[src/rtl/video_pkg.sv]
// Shared types and helpers for the video sync normaliser.
package video_pkg;

    // Deepest output delay line the normaliser supports.
    localparam int PIPE_MAX = 4;

    // Sync/blank bundle carried through the delay line.
    typedef struct packed {
        logic hs;
        logic vs;
        logic hb;
        logic vb;
    } vid_ctl_t;

    // Increment that sticks at the all-ones value of a cw-bit counter.
    function automatic logic [31:0] sat_inc(input logic [31:0] value, input int cw);
        logic [31:0] max_val;
        max_val = (32'd1 << cw) - 32'd1;
        if (value >= max_val) begin
            return max_val;
        end
        return value + 32'd1;
    endfunction

endpackage

[src/rtl/sync_polarity.sv]
// Polarity detector for one raw sync line. The flag is learned at each
// rising edge of the raw signal: if the high phase was longer than the low
// phase the sync is taken as active-low and the output is inverted.
module sync_polarity
    import video_pkg::*;
#(
    parameter int CW = 12
) (
    input  logic clk,
    input  logic reset,
    input  logic ce_pix,
    input  logic raw,
    output logic norm,
    output logic pol
);

    logic [CW-1:0] hi_cnt;
    logic [CW-1:0] lo_cnt;
    logic          raw_prev;

    // Phase-length counters and polarity decision at each raw rising edge.
    always_ff @(posedge clk) begin
        if (reset) begin
            hi_cnt   <= '0;
            lo_cnt   <= '0;
            raw_prev <= 1'b0;
            pol      <= 1'b0;
        end else if (ce_pix) begin
            raw_prev <= raw;
            if (raw && !raw_prev) begin
                pol    <= (hi_cnt > lo_cnt);
                hi_cnt <= '0;
                lo_cnt <= '0;
            end else if (raw) begin
                hi_cnt <= CW'(sat_inc(32'(hi_cnt), CW));
            end else begin
                lo_cnt <= CW'(sat_inc(32'(lo_cnt), CW));
            end
        end
    end

    assign norm = raw ^ pol;

endmodule

[src/rtl/video_sync_normalizer.sv]
// Video sync normaliser: makes hs/vs active-high, aligns vs to hs rising
// edges and vb to hb falling edges, derives de, measures the active area and
// delays everything by PIPE pixel-enable cycles.
// Build option: VIDEO_NORMALIZER_BLANK_RGB_EN forces RGB to zero during
// blanking when cleaning is enabled.
module video_sync_normalizer
    import video_pkg::*;
#(
    parameter int DW   = 8,
    parameter int CW   = 12,
    parameter int PIPE = 1
) (
    input  logic          clk,
    input  logic          reset,
    input  logic          ce_pix,
    input  logic          enable,
    input  logic [DW-1:0] r_in,
    input  logic [DW-1:0] g_in,
    input  logic [DW-1:0] b_in,
    input  logic          hs_in,
    input  logic          vs_in,
    input  logic          hb_in,
    input  logic          vb_in,
    output logic [DW-1:0] r_out,
    output logic [DW-1:0] g_out,
    output logic [DW-1:0] b_out,
    output logic          hs_out,
    output logic          vs_out,
    output logic          hb_out,
    output logic          vb_out,
    output logic          de_out,
    output logic [CW-1:0] h_active,
    output logic [CW-1:0] v_active,
    output logic          timing_valid
);

    // Out-of-range latencies are clamped to the supported window.
    localparam int DEPTH = (PIPE < 1) ? 1 : ((PIPE > PIPE_MAX) ? PIPE_MAX : PIPE);
`ifdef VIDEO_NORMALIZER_BLANK_RGB_EN
    localparam int WW = 3*DW + 6;
`else
    localparam int WW = 3*DW + 5;
`endif

    logic     norm_hs;
    logic     norm_vs;
    logic     hs_pol_unused;
    logic     vs_pol_unused;

    sync_polarity #(.CW(CW)) u_hs_pol (
        .clk    (clk),
        .reset  (reset),
        .ce_pix (ce_pix),
        .raw    (hs_in),
        .norm   (norm_hs),
        .pol    (hs_pol_unused)
    );

    sync_polarity #(.CW(CW)) u_vs_pol (
        .clk    (clk),
        .reset  (reset),
        .ce_pix (ce_pix),
        .raw    (vs_in),
        .norm   (norm_vs),
        .pol    (vs_pol_unused)
    );

    // ---- stage p0: alignment (combinational on current inputs) ----
    logic     prev_hs;
    logic     prev_hb;
    logic     vs_hold;
    logic     vb_hold;
    logic     hbl_p0;
    logic     vbl_p0;
    logic     hs_rise_p0;
    logic     hb_fall_p0;
    vid_ctl_t aln_ctl_p0;
    vid_ctl_t raw_ctl_p0;
    logic     de_aln_p0;

    assign hbl_p0     = norm_hs | hb_in;
    assign vbl_p0     = norm_vs | vb_in;
    assign hs_rise_p0 = norm_hs & ~prev_hs;
    assign hb_fall_p0 = prev_hb & ~hbl_p0;

    assign aln_ctl_p0.hs = norm_hs;
    assign aln_ctl_p0.vs = hs_rise_p0 ? norm_vs : vs_hold;
    assign aln_ctl_p0.hb = hbl_p0;
    assign aln_ctl_p0.vb = hb_fall_p0 ? vbl_p0 : vb_hold;
    assign de_aln_p0     = ~(aln_ctl_p0.hb | aln_ctl_p0.vb);

    assign raw_ctl_p0 = '{hs: hs_in, vs: vs_in, hb: hb_in, vb: vb_in};

    // Edge history for alignment; the hold registers are the last aligned vs/vb.
    always_ff @(posedge clk) begin
        if (reset) begin
            prev_hs <= 1'b0;
            prev_hb <= 1'b0;
            vs_hold <= 1'b0;
            vb_hold <= 1'b0;
        end else if (ce_pix) begin
            prev_hs <= norm_hs;
            prev_hb <= hbl_p0;
            vs_hold <= aln_ctl_p0.vs;
            vb_hold <= aln_ctl_p0.vb;
        end
    end

    // ---- measurement on the aligned blanks (independent of enable) ----
    logic          hb_rise_p0;
    logic          vb_rise_p0;
    logic [CW-1:0] px_cnt;
    logic [CW-1:0] ln_cnt;
    logic [CW-1:0] prev_h;
    logic [CW-1:0] prev_v;
    logic          frame_seen;
    logic          pair_seen;

    assign hb_rise_p0 = aln_ctl_p0.hb & ~prev_hb;
    assign vb_rise_p0 = aln_ctl_p0.vb & ~vb_hold;

    // Pixel/line counting; frame end latches height and compares against the last frame.
    always_ff @(posedge clk) begin
        if (reset) begin
            px_cnt       <= '0;
            ln_cnt       <= '0;
            prev_h       <= '0;
            prev_v       <= '0;
            h_active     <= '0;
            v_active     <= '0;
            timing_valid <= 1'b0;
            frame_seen   <= 1'b0;
            pair_seen    <= 1'b0;
        end else if (ce_pix) begin
            if (hb_rise_p0) begin
                if (px_cnt != '0) begin
                    h_active <= px_cnt;
                    ln_cnt   <= CW'(sat_inc(32'(ln_cnt), CW));
                end
                px_cnt <= '0;
            end else if (de_aln_p0) begin
                px_cnt <= CW'(sat_inc(32'(px_cnt), CW));
            end
            // vb only rises on an hb falling edge, so it never meets hb_rise.
            if (vb_rise_p0) begin
                if (frame_seen) begin
                    v_active     <= ln_cnt;
                    timing_valid <= pair_seen && (h_active == prev_h) && (ln_cnt == prev_v);
                    prev_h       <= h_active;
                    prev_v       <= ln_cnt;
                    pair_seen    <= 1'b1;
                end else begin
                    // Partial first frame after reset is thrown away.
                    frame_seen <= 1'b1;
                    px_cnt     <= '0;
                end
                ln_cnt <= '0;
            end
        end
    end

    // ---- delay line p1..pN: {rgb, ctl, de[, blank-allowed]} ----
    logic [WW-4-1-DW*3+3*DW+4:0] word_core_p0;
    logic [WW-1:0]               word_p0;
    logic [WW-1:0]               dl [DEPTH];

    always_comb begin
        if (enable) begin
            word_core_p0 = {r_in, g_in, b_in, aln_ctl_p0, de_aln_p0};
        end else begin
            word_core_p0 = {r_in, g_in, b_in, raw_ctl_p0, ~(hb_in | vb_in)};
        end
    end

`ifdef VIDEO_NORMALIZER_BLANK_RGB_EN
    assign word_p0 = {word_core_p0, enable};
`else
    assign word_p0 = word_core_p0;
`endif

    // Shift register advancing one slot per pixel enable.
    always_ff @(posedge clk) begin
        if (reset) begin
            for (int i = 0; i < DEPTH; i++) begin
                dl[i] <= '0;
            end
        end else if (ce_pix) begin
            dl[0] <= word_p0;
            for (int i = 1; i < DEPTH; i++) begin
                dl[i] <= dl[i-1];
            end
        end
    end

    // ---- output stage ----
    logic [DW-1:0] r_q;
    logic [DW-1:0] g_q;
    logic [DW-1:0] b_q;
    vid_ctl_t      out_ctl;
    logic          de_q;
    logic          blank;

`ifdef VIDEO_NORMALIZER_BLANK_RGB_EN
    logic blank_ok;
    assign {r_q, g_q, b_q, out_ctl, de_q, blank_ok} = dl[DEPTH-1];
    assign blank = blank_ok & (out_ctl.hb | out_ctl.vb);
`else
    assign {r_q, g_q, b_q, out_ctl, de_q} = dl[DEPTH-1];
    assign blank = 1'b0;
`endif

    assign r_out  = blank ? '0 : r_q;
    assign g_out  = blank ? '0 : g_q;
    assign b_out  = blank ? '0 : b_q;
    assign hs_out = out_ctl.hs;
    assign vs_out = out_ctl.vs;
    assign hb_out = out_ctl.hb;
    assign vb_out = out_ctl.vb;
    assign de_out = de_q;

endmodule

[config.mk]
export PLATFORM = sky130hd
export DESIGN_NAME = video_sync_normalizer
export DESIGN_NICKNAME = d
export VERILOG_FILES = /design/src/rtl/video_pkg.sv /design/src/rtl/sync_polarity.sv /design/src/rtl/video_sync_normalizer.sv
export SDC_FILE = /design/constraint.sdc
export NUM_CORES = 1
export LEC_CHECK = 0
export CELL_PAD_IN_SITES_DETAIL_PLACEMENT = 0
export CELL_PAD_IN_SITES_GLOBAL_PLACEMENT = 2
export CORE_UTILIZATION = 38
export DETAILED_ROUTE_END_ITERATION = 6
export PLACE_DENSITY_LB_ADDON = 0.1
export SYNTH_ARGS = -nofsm -noshare
export SYNTH_HDL_FRONTEND = slang
export SYNTH_HIERARCHICAL = 1
export SYNTH_SLANG_ARGS = --single-unit
[constraint.sdc]
create_clock -name clk -period 5.05 [get_ports clk]
set_input_delay 0.7575 -clock clk [delete_from_list [all_inputs] [get_ports clk]]
set_output_delay 0.7575 -clock clk [all_outputs]
set_load 0.02 [all_outputs]
**Yosys cells after proc, flatten, opt, wreduce, memory -nomap -nowiden**

Memory sizes are Yosys's and may differ from the RTL's.
Index checks and enable logic that the tools add are counted.

- Add/subtract/negate cells: 6
- Multipliers: 0
- Divide/modulo/power cells: 0
- $lt $le $gt $ge: 8
- Equal/unequal tests: 4
- Shift operators: 0
- Muxes and demuxes: 67
- Bitwise logic cells: 16
- Reductions and logical operators: 22

Operator list:

| kind | number |
|---|---|
| $mux W12 | 27 |
| $add A12 B1 Y12 const B | 6 |
| $ge A12 B12 Y1 const B | 6 |
| $mux W1 | 38 |
| $mux W29 | 1 |
| $reduce_or A29 Y1 | 1 |
| $eq A12 B12 Y1 | 2 |
| $gt A12 B12 Y1 | 2 |
| $reduce_and A2 Y1 | 7 |
| $reduce_bool A12 Y1 | 1 |
| $reduce_and A3 Y1 | 3 |
| $reduce_bool A2 Y1 | 4 |
| $not A1 Y1 | 6 |
| $mux W5 | 1 |
| $and A1 B1 Y1 | 4 |
| $logic_and A1 B1 Y1 | 4 |
| $ne A2 B1 Y1 const B | 2 |
| $or A1 B1 Y1 | 4 |
| $logic_not A1 Y1 | 2 |
| $xor A1 B1 Y1 | 2 |

- Bits in registers: 119
- Bits in latches: 0
- RAM bits: 29
- ROM bits: 0
- Input bits: 32
- Output and inout port bits: 54
- Memories kept: 1

Memories:

| memory | depth | width | read ports | clocked after memory_dff | write ports | line | RTL |
|---|---|---|---|---|---|---|---|
| dl | 1 | 29 | 1 | 0 | 1 | video_sync_normalizer.sv:165 | `logic [WW-1:0] dl [DEPTH];` |

**Depth between registers and ports, before layout**

Gate-level depths: netlist (run 1).

- Depth after elaboration: 15
- Depth in mapped cells: 9

**Modules after synthesis**

Netlist (run 1), hierarchy kept.

By module, submodules not included:

| module | instances | cells each | area an instance (sq um) | sequential area each (sq um) |
|---|---|---|---|---|
| video_sync_normalizer | 1 | 493 | 4,549.4 | 2,212.1 |
| sync_polarity | 2 | 208 | 1,702.9 | 520.5 |

**Worst setup path before layout (run 1)**

OpenSTA, ideal clock, no wires.

- Path kind: input -> register
- Start: in hs_in
- End: reg px_cnt[5]
- Arrival time: 2,394 ps
- Data required time: 4,933 ps
- Setup slack: 2,539 ps
- Stages: 8
- Path through: buf_2 -> xor2_1 -> buf_6 -> or4b_4 -> o211a_1 -> buf_6 -> a21o_1 -> a22o_1

RTL lines:

| item | line | RTL |
|---|---|---|
| start, declared | video_sync_normalizer.sv:20 | `input logic hs_in,` |
| end signal, assigned | video_sync_normalizer.sv:142 | `px_cnt <= CW'(sat_inc(32'(px_cnt), CW));` |
| end, declared | video_sync_normalizer.sv:112 | `logic [CW-1:0] px_cnt;` |

==> results of run 1 <==
## worst max-delay path, cell delays in order
cell             delay, ns
clkdlybuf4s50_1       0.74
xor2_1                0.35
nor2_1                0.65
o2111ai_1             0.42
or4b_2                0.72
o211ai_1              0.11
## cells in the final DEF, fill, tap and decap left out, drive strengths merged, types with 18 or more instances in the layout
master         netlist  routed
a211oi              22      22
a21oi               77      77
and2                34      34
and3                19      19
clkbuf              37      19
clkdlybuf4s50        0      84
dfxtp              119     119
edfxtp              29      29
ha                  31      31
inv                 40      41
nand2               89      89
nand3               39      39
nand4               24      24
nor2                42      42
o211ai              18      18
o21ai               47      47
xor2                26      26
## logic make-up (layout without fill, tap and decap cells)
| group | after synthesis | after routing | share of synthesized area [%] |
|---|---|---|---|
| and+or+nand+nor | 337 | 337 | 23.2 |
| AOI/OAI and AO/OA | 271 | 271 | 22.9 |
| DFF | 148 | 148 | 40.9 |
| buffers and inverters | 92 | 159 | 4.83 |
| adders and majority gates | 31 | 31 | 4.88 |
| xor gates and xnor gates | 26 | 26 | 2.86 |
| muxes | 4 | 4 | 0.503 |
## metrics by stage
| step | instances | power, mW | util (%) |
|---|---|---|---|
| floorplan | 909 | 1.40 | - |
| global placement | 1214 | 1.48 | 43.8 |
| detailed placement | 1214 | 1.49 | 43.8 |
| CTS | 1246 | 2.77 | 46.7 |
| global route | 1246 | 2.83 | 46.7 |
| finish | 1246 | 2.74 | 46.7 |
## path summary, 6_finish.rpt
check | from | depth (start not counted) | to
setup / recovery | hs_in | 6 | px_cnt[7]
hold reg to reg | prev_h[10] | 2 | prev_h[10]
hold / removal | prev_h[10] | 2 | prev_h[10]
setup reg to reg | u_hs_pol/pol | 5 | px_cnt[7]
## where the power goes
group	internal [mW]	total, mW	switching, mW
sequential	1.23	1.24	0.0139
clock	0.754	1.27	0.521
combinational	0.0871	0.217	0.130
## sequential cells by signal (all words and copies together), names as in the netlist, 12 cells and up
signal and cells:
prev_v 12, prev_h 12, px_cnt 12, u_hs_pol/lo_cnt 12, h_active 12, ln_cnt 12, u_vs_pol/lo_cnt 12, dl 29
u_vs_pol/hi_cnt 12, u_hs_pol/hi_cnt 12
## cell type report
| cell class | instances | share of cell area [%] |
|---|---|---|
| Tap cell | 270 | 3.55 |
| Inverter | 40 | 1.58 |
| Multi-Input combinational cell | 669 | 45.4 |
| Clock buffer | 19 | 4.78 |
| Timing Repair Buffer | 87 | 9.06 |
| Sequential cell | 148 | 34.2 |
| Clock inverter | 13 | 1.38 |
## metal layers
metal  wire length, um  part of all wire, %  vias up  global-route usage [%]
met5                13                0.061        -                       0
met4               414                  2.0        2                    7.24
met3               622                  2.9       33                    3.62
met2             10300                   49      159                    33.8
met1              9750                   46     3390                    24.9
li1                  -                    -     3477                       -
## synthesized netlist by cell type (4+ instances only)
library cell  count  area [sq um]
dfxtp_1         119          2380
nand2_1          89           334
a21oi_1          77           385
o21ai_0          43           215
nor2_1           42           158
inv_1            40           150
nand3_1          37           185
clkbuf_1         35           131
and2_1           34           213
ha_1             31           388
edfxtp_1         29           871
xor2_1           26           228
nand4_1          22           138
a211oi_1         20           150
and3_1           19           119
o211ai_1         17           128
nor3_1           16          80.1
a31oi_1          15          93.8
nor4_1           15          93.8
a21o_1           13          97.6
nand2b_1         13          81.3
buf_2            11          55.1
nor2b_1          10          62.6
o41ai_1           9          78.8
o211a_1           7          70.1
a22o_1            6          52.6
or2_2             6          37.5
a41oi_1           5          43.8
and4_1            5          43.8
o2111ai_1         5          43.8
o221ai_1          5          43.8
o31ai_1           5          37.5
or3_1             5          31.3
a22oi_1           4          30.0
mux2i_1           4          40.0
o21a_1            4          30.0
o21ai_1           4          20.0
==> reports/results.tsv, run 1 <==
metric	value	unit
library cells used by synthesis	70	
LEAKAGE	3.44	nW
die height	147	um
Clock Latency Late Sink	0.42	ns
critical path data required time	5.39	ns
DIE WIDTH	147	um
vias in the first global route	6751	
cts repair resizes	0	
CP Launch Type	primary input	
register area	0.00325	sq mm
vias per cell	5.67	
number of synthesized flops with an enable pin	29	
Fin Setup TNS	0	ns
DIE AREA	0.0215	sq mm
Num CTS Buffers	17	
Post-route DRC	0	
YS warnings	6	
Slew @ Worst Pin	1.30	ns
worst rel slew slack	13.2	%
GRT Residual Overflow	0	
crit-path max FO	12	
worst hold margin	0.466	ns
Routed WL	21.1	mm
Min Clock Period, post-route	3.42	ns
Max H-tree Level	4	
post-CTS setup buffers	0	
final worst-path cycle share	67.7	%
unrepaired setup endpoints after global routing	false	
top_reg_cell synth	dfxtp_1	
status	finished, final reports clean	
setup ws final	1.63	ns
Mapped Avg Cell Area	8.75	sq um
first-pass GRT wire length	34.4	mm
CTS tree	done	
std cell rows	52	
Peak VDD IR	199	uV
port bufs	85	
antenna cells	0	
nets	1026	
reg-to-reg setup timing slack	2.45	ns
clk buf depth	2	
Hold Path Class	flop to flop	
# setup viols final	0	
fmax	293	MHz
Post-DP Area	0.00892	sq mm
# fillers	1971	
core outline area	0.0204	sq mm
CTS root buffer	clkbuf_16	
synthesized flop and latch total	148	
DR iter-0 viols	432	
crit end category	flop	
Starting Density	39.1	%
Cells after Synth	909	
dpl ws	1.28	ns
hold_buf cts	0	
Seq/Total Area, Yosys	40.9	%
DRT antenna net count	0	
post-DP HPWL	14.9	mm
Final Skew	0.00925	ns
share of cells above drive strength 1	6.05	%
critical path class	primary input to flop	
Worst-path clk slew	0.06	ns
io pins	86	
gpl congestion	0.836	
area occupied by multi-input gates	0.00432	sq mm
GRT Overall Usage	19.8	%
Via Count	7061	
Clock Sinks	148	
Post-Layout Inst Area	0.00951	sq mm
WP data arrival	3.76	ns
PwrDens	288	mW/mm^2
drt pass-1 iters	7	
drt wl/cell	17.0	um
initial antenna violation count	1	
max cap viols	0	
area grow syn2layout	19.5	%
Fin. Hold Viols	0	
post-synthesis cell area	0.00796	sq mm
largest net degree at the start of global routing	75	
async set-or-reset flop fraction in the synthesized netlist	0	%
Post-Syn Nets	972	
Slew Limit Fails	0	
Note: power is estimated with default switching activity, not from simulation.
==> run 2, diff against run 1 <==
Settings changed: CORE_UTILIZATION 38 to 32.
Clock period 5.05 ns to 3.03 ns, I/O delays scaled along.
==> reports/results.tsv, run 2 (synthesis results as in run 1) <==
metric	value	unit	change
status	finished, final reports clean		
drt pass-1 iters	5		-2
CP Launch Type	primary input		
max cap viols	0		unchanged
max reg flops	29		unchanged
unrepaired setup endpoints after global routing	false		
vias per cell	5.22		-8.0%
Min Clock Period, post-route	2.28	ns	
slowest stage delay, CP	0.55	ns	-0.19 ns
DIE WIDTH	160	um	+8.9%
Via Count	6932		-1.8%
final worst-path cycle share	75.2	%	
io pins	86		unchanged
GRT Residual Overflow	0		unchanged
clk buf depth	2		unchanged
Slew Limit Fails	0		unchanged
cts repair resizes	0		unchanged
DRT antenna net count	0		unchanged
crit-path max FO	18		+6
critical path data required time	3.34	ns	-2.05 ns
GRT Overall Usage	17.9	%	-2.0 points
std cell rows	57		+9.6%
hold_buf cts	0		unchanged
largest net degree at the start of global routing	82		+9.3%
die height	160	um	+8.9%
CTS root buffer	clkbuf_16		
port bufs	85		unchanged
most frequent cells in the layout	dfxtp_1 (119), nand2_1 (89), clkdlybuf4s50_1 (84), a21oi_1 (77), o21ai_0 (43)		
Max H-tree Level	4		unchanged
WP data arrival	2.59	ns	-1.17 ns
Clock Sinks	148		unchanged
CP Cell Sequence	clkdlybuf4s50_1 > xor2_1 > or4b_4 > o211a_1 > a21o_1 > a22o_1		
Fin Setup TNS	0	ns	unchanged
Clock Latency Late Sink	0.42	ns	about the same
vias in the first global route	6963		+3.1%
most common cell after layout, fill and taps aside	dfxtp_1		
Peak VDD IR	253	uV	+27%
Post-route DRC	0		unchanged
DR iter-0 viols	395		-8.6%
initial antenna violation count	0		-1
crit end category	flop		
Slew @ Worst Pin	0.678	ns	-0.622 ns
critical path class	primary input to flop		
Hold Path Class	primary input to flop		
Fin. Hold Viols	0		unchanged
PwrDens	487	mW/mm^2	+69%
share of cells above drive strength 1	8.76	%	+2.7 points
post-DP HPWL	15.6	mm	+4.6%
Biggest register	dl		
core outline area	0.0243	sq mm	+19%
drt wl/cell	16.7	um	-1.5%
first-pass GRT wire length	36.8	mm	+6.8%
gpl congestion	0.785		-6.1%
Crit-path slowest cell	or4b_4		
fmax	439	MHz	
total power	4.80	mW	+76%
Starting Density	32.7	%	-6.4 points
Worst-path clk slew	0.06	ns	about the same
worst rel slew slack	54.6	%	+41 points
DIE AREA	0.0255	sq mm	+18%
nets	1055		+2.8%
Num CTS Buffers	17		unchanged
# setup viols final	0		unchanged
post-CTS setup buffers	0		unchanged
area grow syn2layout	24.0	%	
CTS tree	done		
Routed WL	22.2	mm	+5.1%
LEAKAGE	3.61	nW	+5.1%
antenna cells	0		unchanged
Final Skew	0.0114	ns	+0.00213 ns
-- run 2: changes by cell type in the layout (fill, tap and decap cells not counted), sizes merged --
| cell | previous run | this run |
|---|---|---|
| bufinv | 2 | 4 |
| clkinvlp | 4 | 3 |
| clkbuf | 19 | 21 |
| clkinv | 6 | 3 |
| buf | 3 | 32 |
-- run 2: worst paths after layout --
| check | start | end | slack (ns) | cells past startpoint |
|---|---|---|---|---|
| max | hs_in | px_cnt[3] | 0.75 | 6 |
| min | reset | prev_hb | 0.34 | 2 |
| max reg2reg | px_cnt[0] | ln_cnt[0] | 0.81 | 7 |
| min reg2reg | prev_h[11] | prev_h[11] | 0.47 | 2 |
-- run 2: area by class of cell --
cell class,instances,area (sq um)
Fill cell,2469,14500
Tap cell,324,405
Timing Repair Buffer,116,1090
Clock inverter,11,174
Clock buffer,21,472
Sequential cell,148,3250
Multi-Input combinational cell,669,4320
Inverter,40,150
-- run 2: critical path, delay by kind of cell --
family                 cells  cell delay, ns
AND/OR/NAND/NOR            1            0.55
XOR/XNOR                   1            0.21
buffers and inverters      1            0.44
AO/OA/AOI/OAI              3            0.94
-- run 2: metal layers --
metal	share of wire, %	GRT usage (%)	routed length [um]
met1	49	23.5	10900
met2	48	30.2	10700
met3	1.7	2.34	387
met4	1.0	5.68	225
met5	0	0	0
-- run 2: report_power, final --
| group | internal [mW] | switching [mW] | leakage [nW] |
|---|---|---|---|
| logic | 0.168 | 0.223 | 2.03 |
| clock network | 1.46 | 0.885 | 0.305 |
| registers | 2.05 | 0.0233 | 1.27 |
-- run 2: per-stage QoR --
step	area [sq um]	instances	worst slack (ns)	utilization (%)	hold WS, ns
2_1_floorplan	7960	909	0.822	-	0.432
3_3_place_gp	9220	1297	0.336	37.9	0.453
3_5_place_dp	9220	1297	0.350	37.9	0.460
4_1_cts	9870	1329	0.775	40.6	0.314
5_1_grt	9870	1329	0.496	40.6	0.336
6_report	9870	1329	0.751	40.6	0.341
==> run 3, diff against run 2 <==
Settings changed: CORE_UTILIZATION 32 to 35.
Clock period 3.03 ns to 2.3 ns, I/O delays scaled along.
==> reports/results.tsv, run 3 (synthesis results as in run 1) <==
metric	value	unit	change
Net Sw Frac	26.1	%	+2.5 points
WP data arrival	2.37	ns	-0.22 ns
max cap viols	0		unchanged
Sw Pwr	1.54	mW	+36%
Reg-to-Reg Start	u_hs_pol/pol		
Post-route DRC	4		+4
unrepaired setup endpoints after global routing	false		
gpl congestion	0.841		+7.1%
internal power	4.37	mW	+19%
crit-path max FO	12		-6
io pins	86		unchanged
Clk network pwr share	44.2	%	-4.5 points
critical path class	primary input to flop		
Peak VDD IR	396	uV	+56%
GRT Residual Overflow	0		unchanged
share of cells above drive strength 1	12.7	%	+3.9 points
Biggest register	dl		
reg-to-reg setup timing slack	0.26	ns	-0.55 ns
most frequent cells in the layout	dfxtp_1 (119), nand2_1 (89), clkdlybuf4s50_1 (84), a21oi_1 (77), buf_4 (70)		
drt pass-1 iters	7		+2
vias per cell	5.51		+5.6%
Max H-tree Level	4		unchanged
GRT Overall Usage	19.5	%	+1.6 points
CTS tree	done		
CTS root buffer	clkbuf_16		
# setup viols final	0		unchanged
initial antenna violation count	1		+1
Starting Density	36.1	%	+3.4 points
Num CTS Buffers	17		unchanged
Fin. Hold Viols	0		unchanged
vias in the first global route	7270		+4.4%
die height	153	um	-4.3%
DIE AREA	0.0233	sq mm	-8.5%
worst rel slew slack	59.1	%	+4.5 points
drt wl/cell	16.7	um	about the same
core outline area	0.0220	sq mm	-9.4%
reg2reg path depth	5		-2
sequential share of power	46.2	%	+3.1 points
Slew Limit Fails	0		unchanged
largest net degree at the start of global routing	90		+9.8%
most common cell after layout, fill and taps aside	dfxtp_1		
FF-to-FF End	px_cnt[4]		
port bufs	85		unchanged
area grow syn2layout	26.6	%	
# fillers	2130		-14%
total power	5.91	mW	+23%
Routed WL	22.2	mm	about the same
DRT antenna net count	0		unchanged
critical path data required time	2.61	ns	-0.73 ns
DIE WIDTH	153	um	-4.3%
post-layout util	45.7	%	+5.2 points
Via Count	7322		+5.6%
post-DP HPWL	16.1	mm	+3.4%
nets	1098		+4.1%
max reg flops	29		unchanged
Worst-path clk slew	0.06	ns	about the same
Clock Latency Late Sink	0.43	ns	about the same
first-pass GRT wire length	36.8	mm	about the same
std cell rows	54		-5.3%
crit path from	hs_in		
violated checks	design-rule violations		
hold_buf cts	0		unchanged
final worst-path cycle share	89.5	%	
Final Skew	0.0111	ns	-0.000255 ns
worst hold margin	0.439	ns	+0.0979 ns
Clock Sinks	148		unchanged
LEAKAGE	3.79	nW	+4.9%
Min Clock Period, post-route	2.06	ns	
CP Launch Type	primary input		
dpl ws	-0.200	ns	-0.550 ns
Combinational Power Share	9.6	%	+1.5 points
DR iter-0 viols	458		+16%
Slew @ Worst Pin	0.607	ns	-0.0709 ns
setup ws final	0.241	ns	-0.510 ns
Hold Path Class	primary input to flop		
PwrDens	587	mW/mm^2	+20%
crit end category	flop		
clk buf depth	2		unchanged
fmax	486	MHz	
status	complete, but fails checks		
Worst setup endpoint	px_cnt[4]		
[run 3: cell count changes in the layout (fill, tap and decap cells not counted), moves of 3 or more]
cell	change
bufinv_16	-4
inv_6	+6
buf_4	+39
buf_12	+3
[run 3: per-stage QoR]
| stage | TNS [ns] | std cells | instance area [sq um] |
|---|---|---|---|
| final | 0 | 1329 | 10100 |
| after detailed placement | -3.31 | 1296 | 9520 |
| after global routing | 0 | 1328 | 10100 |
| after CTS | 0 | 1328 | 10100 |
| after floorplan | 0 | 909 | 7960 |
| after global placement | -1.82 | 1296 | 9520 |
[run 3: worst max-delay path, stage by stage]
cell and delay, ns:
clkdlybuf4s50_1 0.43, xor2_1 0.20, or4b_4 0.55, o211a_1 0.38
a21o_1 0.23, a22o_1 0.23
[run 3: power groups by stage]
stage               logic (mW)  clock network, mW  registers, mW
global placement         0.561                  0           2.79
finish                   0.566               2.61           2.73
floorplan                0.232                  0           2.83
detailed placement       0.566                  0           2.79
global route             0.608               2.80           2.73
CTS                      0.569               2.71           2.73
[run 3: layer usage]
layer | track usage (%) | vias to the layer above | part of all wire, % | wire (um)
met3 | 3.78 | 16 | 2.8 | 619
met4 | 6.49 | 0 | 1.1 | 248
met5 | 0 | - | 0 | 0
met2 | 34.4 | 133 | 51 | 11200
li1 | - | 3628 | - | -
met1 | 23.6 | 3545 | 45 | 10100
[run 3: layout make-up]
type | instances | area [sq um] | area share (%)
multi-input cells | 669 | 4320 | 42.9
flip-flops and latches | 148 | 3250 | 32.3
repair buffers | 159 | 1450 | 14.4
clock buffers | 18 | 429 | 4.26
well taps | 280 | 350 | 3.48
inverters | 40 | 150 | 1.49
clock inverters | 14 | 118 | 1.17
diodes | 1 | 2.50 | 0.0248
[run 3: what timing repair did]
action                                  4_1_cts  5_1_grt
endpoints found under the setup margin        0        9
buffers inserted                              0        0
resized for setup                             0        1
[run 3: worst min-delay path by stage]
stage                    start                  to  slack, ns  cells past startpoint
floorplan            pair_seen           pair_seen       0.43                      2
global placement     pair_seen           pair_seen       0.44                      2
detailed placement  prev_h[11]          prev_h[11]       0.46                      2
CTS                      reset          frame_seen       0.43                      3
global route             reset  u_vs_pol/lo_cnt[1]       0.47                      3
finish                   reset             prev_hs       0.44                      3
